### src/rtl/program_loader_if.sv
`default_nettype none
// ============================================================================
// Module : program_loader_if
// Purpose: Bundles the byte-stream input, the restart request and the
//          program-memory / core-control outputs of program_loader.
// Ports  : master - the environment (UART RX, memory, core) side
//          slave  - the loader side
//          rx_valid/rx_data : one-cycle byte strobe and byte
//          restart          : synchronous reload request
//          pm_we/pm_addr/pm_wdata : program memory write port
//          core_run/loading/error/words_loaded : status
// Rev    : 1.0 - initial release
// ============================================================================
interface program_loader_if #(
  parameter int ADDR_WIDTH = 10
) ();

  logic                  rx_valid;
  logic [7:0]            rx_data;
  logic                  restart;
  logic                  pm_we;
  logic [ADDR_WIDTH-1:0] pm_addr;
  logic [31:0]           pm_wdata;
  logic                  core_run;
  logic                  loading;
  logic                  error;
  logic [ADDR_WIDTH:0]   words_loaded;

  modport master (
    output rx_valid, rx_data, restart,
    input  pm_we, pm_addr, pm_wdata, core_run, loading, error, words_loaded
  );

  modport slave (
    input  rx_valid, rx_data, restart,
    output pm_we, pm_addr, pm_wdata, core_run, loading, error, words_loaded
  );

endinterface
`default_nettype wire

### src/rtl/program_loader.sv
`default_nettype none
// ============================================================================
// Module : program_loader
// Purpose: Boot-time loader. Receives a 4-byte big-endian word count N
//          followed by N big-endian 32-bit words from the UART receiver,
//          writes them to consecutive program memory addresses and then
//          releases the core. Oversized counts and inter-byte timeouts
//          park the block in an error state until restart or reset.
// Ports  : clk   - system clock, rising edge
//          rst_n - asynchronous active-low reset
//          bus   - program_loader_if.slave (byte stream in, restart in,
//                  program memory write port and status out)
// Rev    : 1.0 - initial release
// ============================================================================
module program_loader #(
  parameter int ADDR_WIDTH = 10,
  parameter int WORDS      = 1024,
  parameter int TIMEOUT    = 1000000
) (
  input logic             clk,
  input logic             rst_n,
  program_loader_if.slave bus
);

  localparam int CNT_W  = ADDR_WIDTH + 1;
  localparam int IDLE_W = $clog2(TIMEOUT + 1);

  typedef enum logic [1:0] {
    ST_LEN   = 2'd0,
    ST_DATA  = 2'd1,
    ST_RUN   = 2'd2,
    ST_ERROR = 2'd3
  } state_t;

  state_t                state_q, state_d;
  logic [1:0]            byte_cnt_q, byte_cnt_d;
  logic [23:0]           shift_q, shift_d;      // previous three bytes of the current field
  logic [CNT_W-1:0]      len_q, len_d;
  logic [CNT_W-1:0]      word_idx_q, word_idx_d;
  logic [IDLE_W-1:0]     idle_q, idle_d;
  logic                  pm_we_q, pm_we_d;
  logic [ADDR_WIDTH-1:0] pm_addr_q, pm_addr_d;
  logic [31:0]           pm_wdata_q, pm_wdata_d;
  logic                  core_run_q, core_run_d;
  logic                  loading_q, loading_d;
  logic                  error_q, error_d;

  // Full field including the byte being strobed this cycle.
  logic [31:0] w_word;
  logic        w_idle_counting;

  assign w_word          = {shift_q, bus.rx_data};
  // The idle timer only runs once a load is actually in progress.
  assign w_idle_counting = (state_q == ST_DATA) ||
                           ((state_q == ST_LEN) && (byte_cnt_q != 2'd0));

  always_comb begin
    state_d    = state_q;
    byte_cnt_d = byte_cnt_q;
    shift_d    = shift_q;
    len_d      = len_q;
    word_idx_d = word_idx_q;
    idle_d     = idle_q;
    pm_we_d    = 1'b0;
    pm_addr_d  = pm_addr_q;
    pm_wdata_d = pm_wdata_q;

    if (bus.restart) begin
      // Restart takes priority over any byte strobed in the same cycle.
      state_d    = ST_LEN;
      byte_cnt_d = 2'd0;
      word_idx_d = '0;
      idle_d     = '0;
    end else begin
      case (state_q)
        ST_LEN, ST_DATA: begin
          if (bus.rx_valid) begin
            idle_d     = '0;
            byte_cnt_d = byte_cnt_q + 2'd1;   // wraps to 0 after the 4th byte
            shift_d    = w_word[23:0];
            if (byte_cnt_q == 2'd3) begin
              if (state_q == ST_LEN) begin
                // Full 32-bit compare so huge counts cannot alias small ones.
                if (w_word == 32'd0) begin
                  state_d = ST_RUN;
                end else if (w_word > 32'(WORDS)) begin
                  state_d = ST_ERROR;
                end else begin
                  state_d    = ST_DATA;
                  len_d      = w_word[CNT_W-1:0];
                  word_idx_d = '0;
                end
              end else begin
                pm_we_d    = 1'b1;
                pm_addr_d  = word_idx_q[ADDR_WIDTH-1:0];
                pm_wdata_d = w_word;
                word_idx_d = word_idx_q + CNT_W'(1);
                if ((word_idx_q + CNT_W'(1)) == len_q) begin
                  state_d = ST_RUN;
                end
              end
            end
          end else if (w_idle_counting) begin
            idle_d = idle_q + IDLE_W'(1);
            if (idle_q == IDLE_W'(TIMEOUT - 1)) begin
              state_d = ST_ERROR;   // any partial word is simply abandoned
            end
          end
        end
        default: begin
          // RUN and ERROR ignore the byte stream.
        end
      endcase
    end

    loading_d  = (state_d == ST_LEN) || (state_d == ST_DATA);
    error_d    = (state_d == ST_ERROR);
    // Coming out of DATA the last write is in flight; hold the core one
    // extra cycle so its first fetch sees the final word in memory.
    core_run_d = (state_d == ST_RUN) && (state_q != ST_DATA);
  end

  always_ff @(posedge clk or negedge rst_n) begin
    if (!rst_n) begin
      state_q    <= ST_LEN;
      byte_cnt_q <= 2'd0;
      shift_q    <= '0;
      len_q      <= '0;
      word_idx_q <= '0;
      idle_q     <= '0;
      pm_we_q    <= 1'b0;
      pm_addr_q  <= '0;
      pm_wdata_q <= '0;
      core_run_q <= 1'b0;
      loading_q  <= 1'b0;
      error_q    <= 1'b0;
    end else begin
      state_q    <= state_d;
      byte_cnt_q <= byte_cnt_d;
      shift_q    <= shift_d;
      len_q      <= len_d;
      word_idx_q <= word_idx_d;
      idle_q     <= idle_d;
      pm_we_q    <= pm_we_d;
      pm_addr_q  <= pm_addr_d;
      pm_wdata_q <= pm_wdata_d;
      core_run_q <= core_run_d;
      loading_q  <= loading_d;
      error_q    <= error_d;
    end
  end

  // word_idx only advances on a write, so it doubles as the loaded count.
  assign bus.pm_we        = pm_we_q;
  assign bus.pm_addr      = pm_addr_q;
  assign bus.pm_wdata     = pm_wdata_q;
  assign bus.core_run     = core_run_q;
  assign bus.loading      = loading_q;
  assign bus.error        = error_q;
  assign bus.words_loaded = word_idx_q;

endmodule
`default_nettype wire

### src/flat_wrapper.sv
// flat-port wrapper written by rule: the top's interface ports become plain ports
module program_loader_flat 
#(
  parameter int ADDR_WIDTH = 10,
  parameter int WORDS      = 1024,
  parameter int TIMEOUT    = 1000000
)
  (clk, rst_n, bus_rx_valid, bus_rx_data, bus_restart, bus_pm_we, bus_pm_addr, bus_pm_wdata, bus_core_run, bus_loading, bus_error, bus_words_loaded);
  program_loader_if #(.ADDR_WIDTH(ADDR_WIDTH)) bus_i ();
  input logic clk;
  input logic rst_n;
  input wire logic [$bits(bus_i.rx_valid)-1:0] bus_rx_valid;
  input wire logic [$bits(bus_i.rx_data)-1:0] bus_rx_data;
  input wire logic [$bits(bus_i.restart)-1:0] bus_restart;
  output wire logic [$bits(bus_i.pm_we)-1:0] bus_pm_we;
  output wire logic [$bits(bus_i.pm_addr)-1:0] bus_pm_addr;
  output wire logic [$bits(bus_i.pm_wdata)-1:0] bus_pm_wdata;
  output wire logic [$bits(bus_i.core_run)-1:0] bus_core_run;
  output wire logic [$bits(bus_i.loading)-1:0] bus_loading;
  output wire logic [$bits(bus_i.error)-1:0] bus_error;
  output wire logic [$bits(bus_i.words_loaded)-1:0] bus_words_loaded;
  assign bus_i.rx_valid = bus_rx_valid;
  assign bus_i.rx_data = bus_rx_data;
  assign bus_i.restart = bus_restart;
  assign bus_pm_we = bus_i.pm_we;
  assign bus_pm_addr = bus_i.pm_addr;
  assign bus_pm_wdata = bus_i.pm_wdata;
  assign bus_core_run = bus_i.core_run;
  assign bus_loading = bus_i.loading;
  assign bus_error = bus_i.error;
  assign bus_words_loaded = bus_i.words_loaded;
  program_loader #(.ADDR_WIDTH(ADDR_WIDTH), .WORDS(WORDS), .TIMEOUT(TIMEOUT)) u_core (.clk(clk), .rst_n(rst_n), .bus(bus_i));
endmodule
### config.mk
export PLATFORM = sky130hd
export DESIGN_NAME = program_loader_flat
export DESIGN_NICKNAME = d
export VERILOG_FILES = /design/src/rtl/program_loader_if.sv /design/src/rtl/program_loader.sv /design/src/flat_wrapper.sv
export SDC_FILE = /design/constraint.sdc
export NUM_CORES = 1
export LEC_CHECK = 0
export BUFFER_PORTS_ARGS = -buffer_cell sky130_fd_sc_hd__buf_2
export CAP_MARGIN = 20
export CORE_MARGIN = 1
export CORE_UTILIZATION = 62
export CTS_CLUSTER_DIAMETER = 60
export DETAILED_ROUTE_END_ITERATION = 8
export GPL_TIMING_DRIVEN = 0
export PLACE_DENSITY = 0.91
export SLEW_MARGIN = 30
export SYNTH_ARGS = -nofsm -noshare
export SYNTH_HDL_FRONTEND = slang
export SYNTH_SLANG_ARGS = --single-unit
### constraint.sdc
create_clock -name clk -period 5.9 [get_ports clk]
set_input_delay 0.295 -clock clk [delete_from_list [all_inputs] [get_ports clk]]
set_output_delay 0.295 -clock clk [all_outputs]
set_load 0.01 [all_outputs]
==> impl_metrics.json <==
{
  "place_congestion": 0.8682,
  "grt-ovfl-total": 0,
  "drtIter0Drc": 292,
  "antenna_cells": 0,
  "yosys_warnings": 0,
  "start_kind": "flop",
  "cts_buffer_depth": 2,
  "cp_data_required_time_ns": 6.29,
  "maxCapViolations": 0,
  "grt_pass1_wl_um": 20290,
  "holdWs_ns": 0.07428,
  "reg2reg_slack_ns": 3.19,
  "leakage_nw": 3.157,
  "ios": 69,
  "grt_max_degree": 60,
  "avgRoutedWirePerCell_um": 19.63,
  "max_clock_freq_mhz": 368.6,
  "worstMarginPinSlew_ns": 0.7903,
  "port_buffers": 67,
  "cts_tree": "built",
  "layout-drive-gt1-share_pct": 33.51,
  "final_util_pct": 77.47,
  "die_h_um": 94.44,
  "syn_avg_cell_area_sq_um": 11.75,
  "fin_crit_sh_pct": 45.98,
  "cts_root_buf": "clkbuf_8",
  "async_flop_share_pct": 100.0,
  "synth_area_leaders": "dfrtp_1, mux2_2, mux2_4, nor2_1, xnor2_1",
  "setup_slack_ns": 3.187,
  "place_ws_ns": 3.348,
  "dr_total_vias": 4020,
  "synth_nets": 467,
  "path_class": "reg -> reg",
  "antenna_found_initial": 0,
  "yosysSeqAreaShare_pct": 54.79,
  "via_per_inst": 6.119,
  "drtAntennaViolNets": 0,
  "synth_edf_count": 0,
  "min_path_type": "in -> reg",
  "htreeDepth": 4,
  "crit_arrival_ns": 3.11,
  "synthCells": 451,
  "post_cts_resized": 0,
  "hold_violations": 0,
  "layout_min_cycle_time_ns": 2.713,
  "area_delta_synth_final_pct": 20.76,
  "cp_max_fo": 10,
  "cts_setup_buffers": 0,
  "synth_ff_type": "dfrtp_1",
  "cts.sinks": 116,
  "route.detailed.drc": 0,
  "grt_pass1_vias": 3954,
  "clkSlewWorstSetupHoldPaths_ns": 0.06,
  "wl_um": 12900,
  "end_kind": "flop",
  "synth_area_leader_cell": "dfrtp_1",
  "cts_made_buffers": 17,
  "fin_cells": 657,
  "setup_viol": 0,
  "clock_latency_ns": 0.52,
  "slew_headroom_pct": 46.96,
  "netlist.area_leader.share_pct": 54.79,
  "cts_hold_buf": 1,
  "synthDistinctLibCells": 46,
  "die_w_um": 94.44,
  "fin_skew_ns": 0.007349,
  "peakVddDrop_v": 0.0003406,
  "status": "complete, no violations",
  "placed_cells": 624,
  "grt_use_total_pct": 30.96,
  "initial_core_util_pct": 64.15,
  "die_area_sq_mm": 0.008918,
  "first_pass_iters": 5,
  "coreArea_sq_mm": 0.008258,
  "slew_viol_final": 0,
  "synth-seq-cells": 116,
  "num_rows": 33,
  "pwr_density_cell_mw_per_mm2": 318.0,
  "setup_tns_ns": 0,
  "hpwl_um": 8102,
  "fin_nets": 555,
  "rsz0062_at_grt": "false",
  "syn_area_sq_mm": 0.005298
}
## cells in the final DEF, fill, tap and decap left out, drive strengths merged, types with 4 or more instances in the layout
| cell | n |
|---|---|
| inv | 15 |
| o31ai | 4 |
| and3 | 5 |
| a31oi | 6 |
| nand3 | 14 |
| nand4 | 9 |
| dfrtp | 116 |
| a21oi | 12 |
| clkinvlp | 4 |
| nand4b | 4 |
| nor3 | 11 |
| xor2 | 14 |
| buf | 75 |
| or3 | 6 |
| clkinv | 4 |
| xnor2 | 15 |
| nor4 | 9 |
| ha | 4 |
| nor2 | 36 |
| nand2 | 26 |
| o21ai | 23 |
| mux2 | 76 |
| nor2b | 5 |
| clkbuf | 31 |
## metal layers
| layer | global-route usage, % | share of wire, % | up-vias |
|---|---|---|---|
| met1 | 38.25 | 41 | 2021 |
| met4 | 14.23 | 2.6 | 0 |
| met2 | 50.72 | 51 | 168 |
| met3 | 8.454 | 5.7 | 37 |
| li1 | - | - | 1794 |
| met5 | 0 | 0 | - |
## final timing paths
kind / start / to / cells past startpoint
setup / recovery: u_core.shift_q[1] / u_core.bus.words_loaded[6] / 7
hold / removal: bus_rx_data[4] / u_core.bus.pm_wdata[4] / 2
setup reg to reg: u_core.shift_q[1] / u_core.bus.words_loaded[6] / 7
hold reg to reg: u_core.bus.pm_addr[8] / u_core.bus.pm_addr[8] / 2
max in group asynchronous: rst_n / u_core.shift_q[3] / 3
min in group asynchronous: rst_n / u_core.bus.pm_addr[7] / 2
## critical path, cell delays in order (launching register included)
cell     delay [ns]
dfrtp_1        0.46
or4_1          0.55
nor4_1         0.48
o41ai_1        0.16
a31oi_1        0.43
buf_2          0.32
o21ai_0        0.11
o41ai_1        0.09
## synthesized netlist by cell type, types with 2 or more instances
master and instances:
o21ai_0 23, nand2_1 26, nor3b_1 3, inv_1 12, nand4_1 9, a21oi_1 12, xnor2_1 15, and3_1 5
nor4_1 9, o31a_1 2, clkbuf_1 12, nand3_1 14, buf_1 4, mux2_2 66, dfrtp_1 116, nor3_1 11
a31oi_1 6, nand4b_1 3, or4_1 2, xor2_1 14, nor2b_1 5, ha_1 4, nor2_1 35, o31ai_1 3
buf_2 2, or2_2 2, mux2_4 10, o41ai_1 3, or3_1 6
## flip-flops by register name, summed over array words and instances (netlist names)
register                 cells
u_core.bus.pm_addr          10
u_core.bus.words_loaded     11
u_core.bus.pm_wdata         32
u_core.byte_cnt_q            2
u_core.bus.loading           1
u_core.bus.pm_we             1
u_core.shift_q              24
u_core.idle_q               20
u_core.bus.core_run          1
u_core.state_q               2
u_core.bus.error             1
u_core.len_q                11
## kinds of logic (layout without fill, tap and decap cells)
family                     count (synthesis)  after routing  share of synthesized area, %
AOI/OAI and AO/OA                         60             60                         7.062
xor gates and xnor gates                  29             29                         4.795
adders and majority gates                  4              4                        0.9448
buffers and inverters                     31            132                         2.385
DFF                                      116            116                         54.79
muxes                                     76             76                         16.86
and+or+nand+nor                          135            135                         13.16
## through the flow
| stage | power (mW) | cell area [sq um] |
|---|---|---|
| finish | 2.034 | 6397 |
| global route | 2.094 | 6397 |
| CTS | 2.037 | 6397 |
| detailed placement | 1.022 | 5798 |
| global placement | 1.006 | 5764 |
| floorplan | 0.9599 | 5298 |
## cell type report
type	instances	area, sq um
sequential	116	2903
multi-input combinational	304	2268
fill	478	1861
clock buffer	19	441.7
timing repair buffer	69	379.1
clock inverter	13	147.6
tap	105	131.4
buffer	19	81.33
inverter	12	45.04
## where the power goes
group          switching, mW  internal (mW)  total (mW)
registers             0.0542          0.843       0.897
clock network          0.387          0.628        1.01
logic                 0.0655         0.0569       0.122
(Power assumes the default switching activity.)
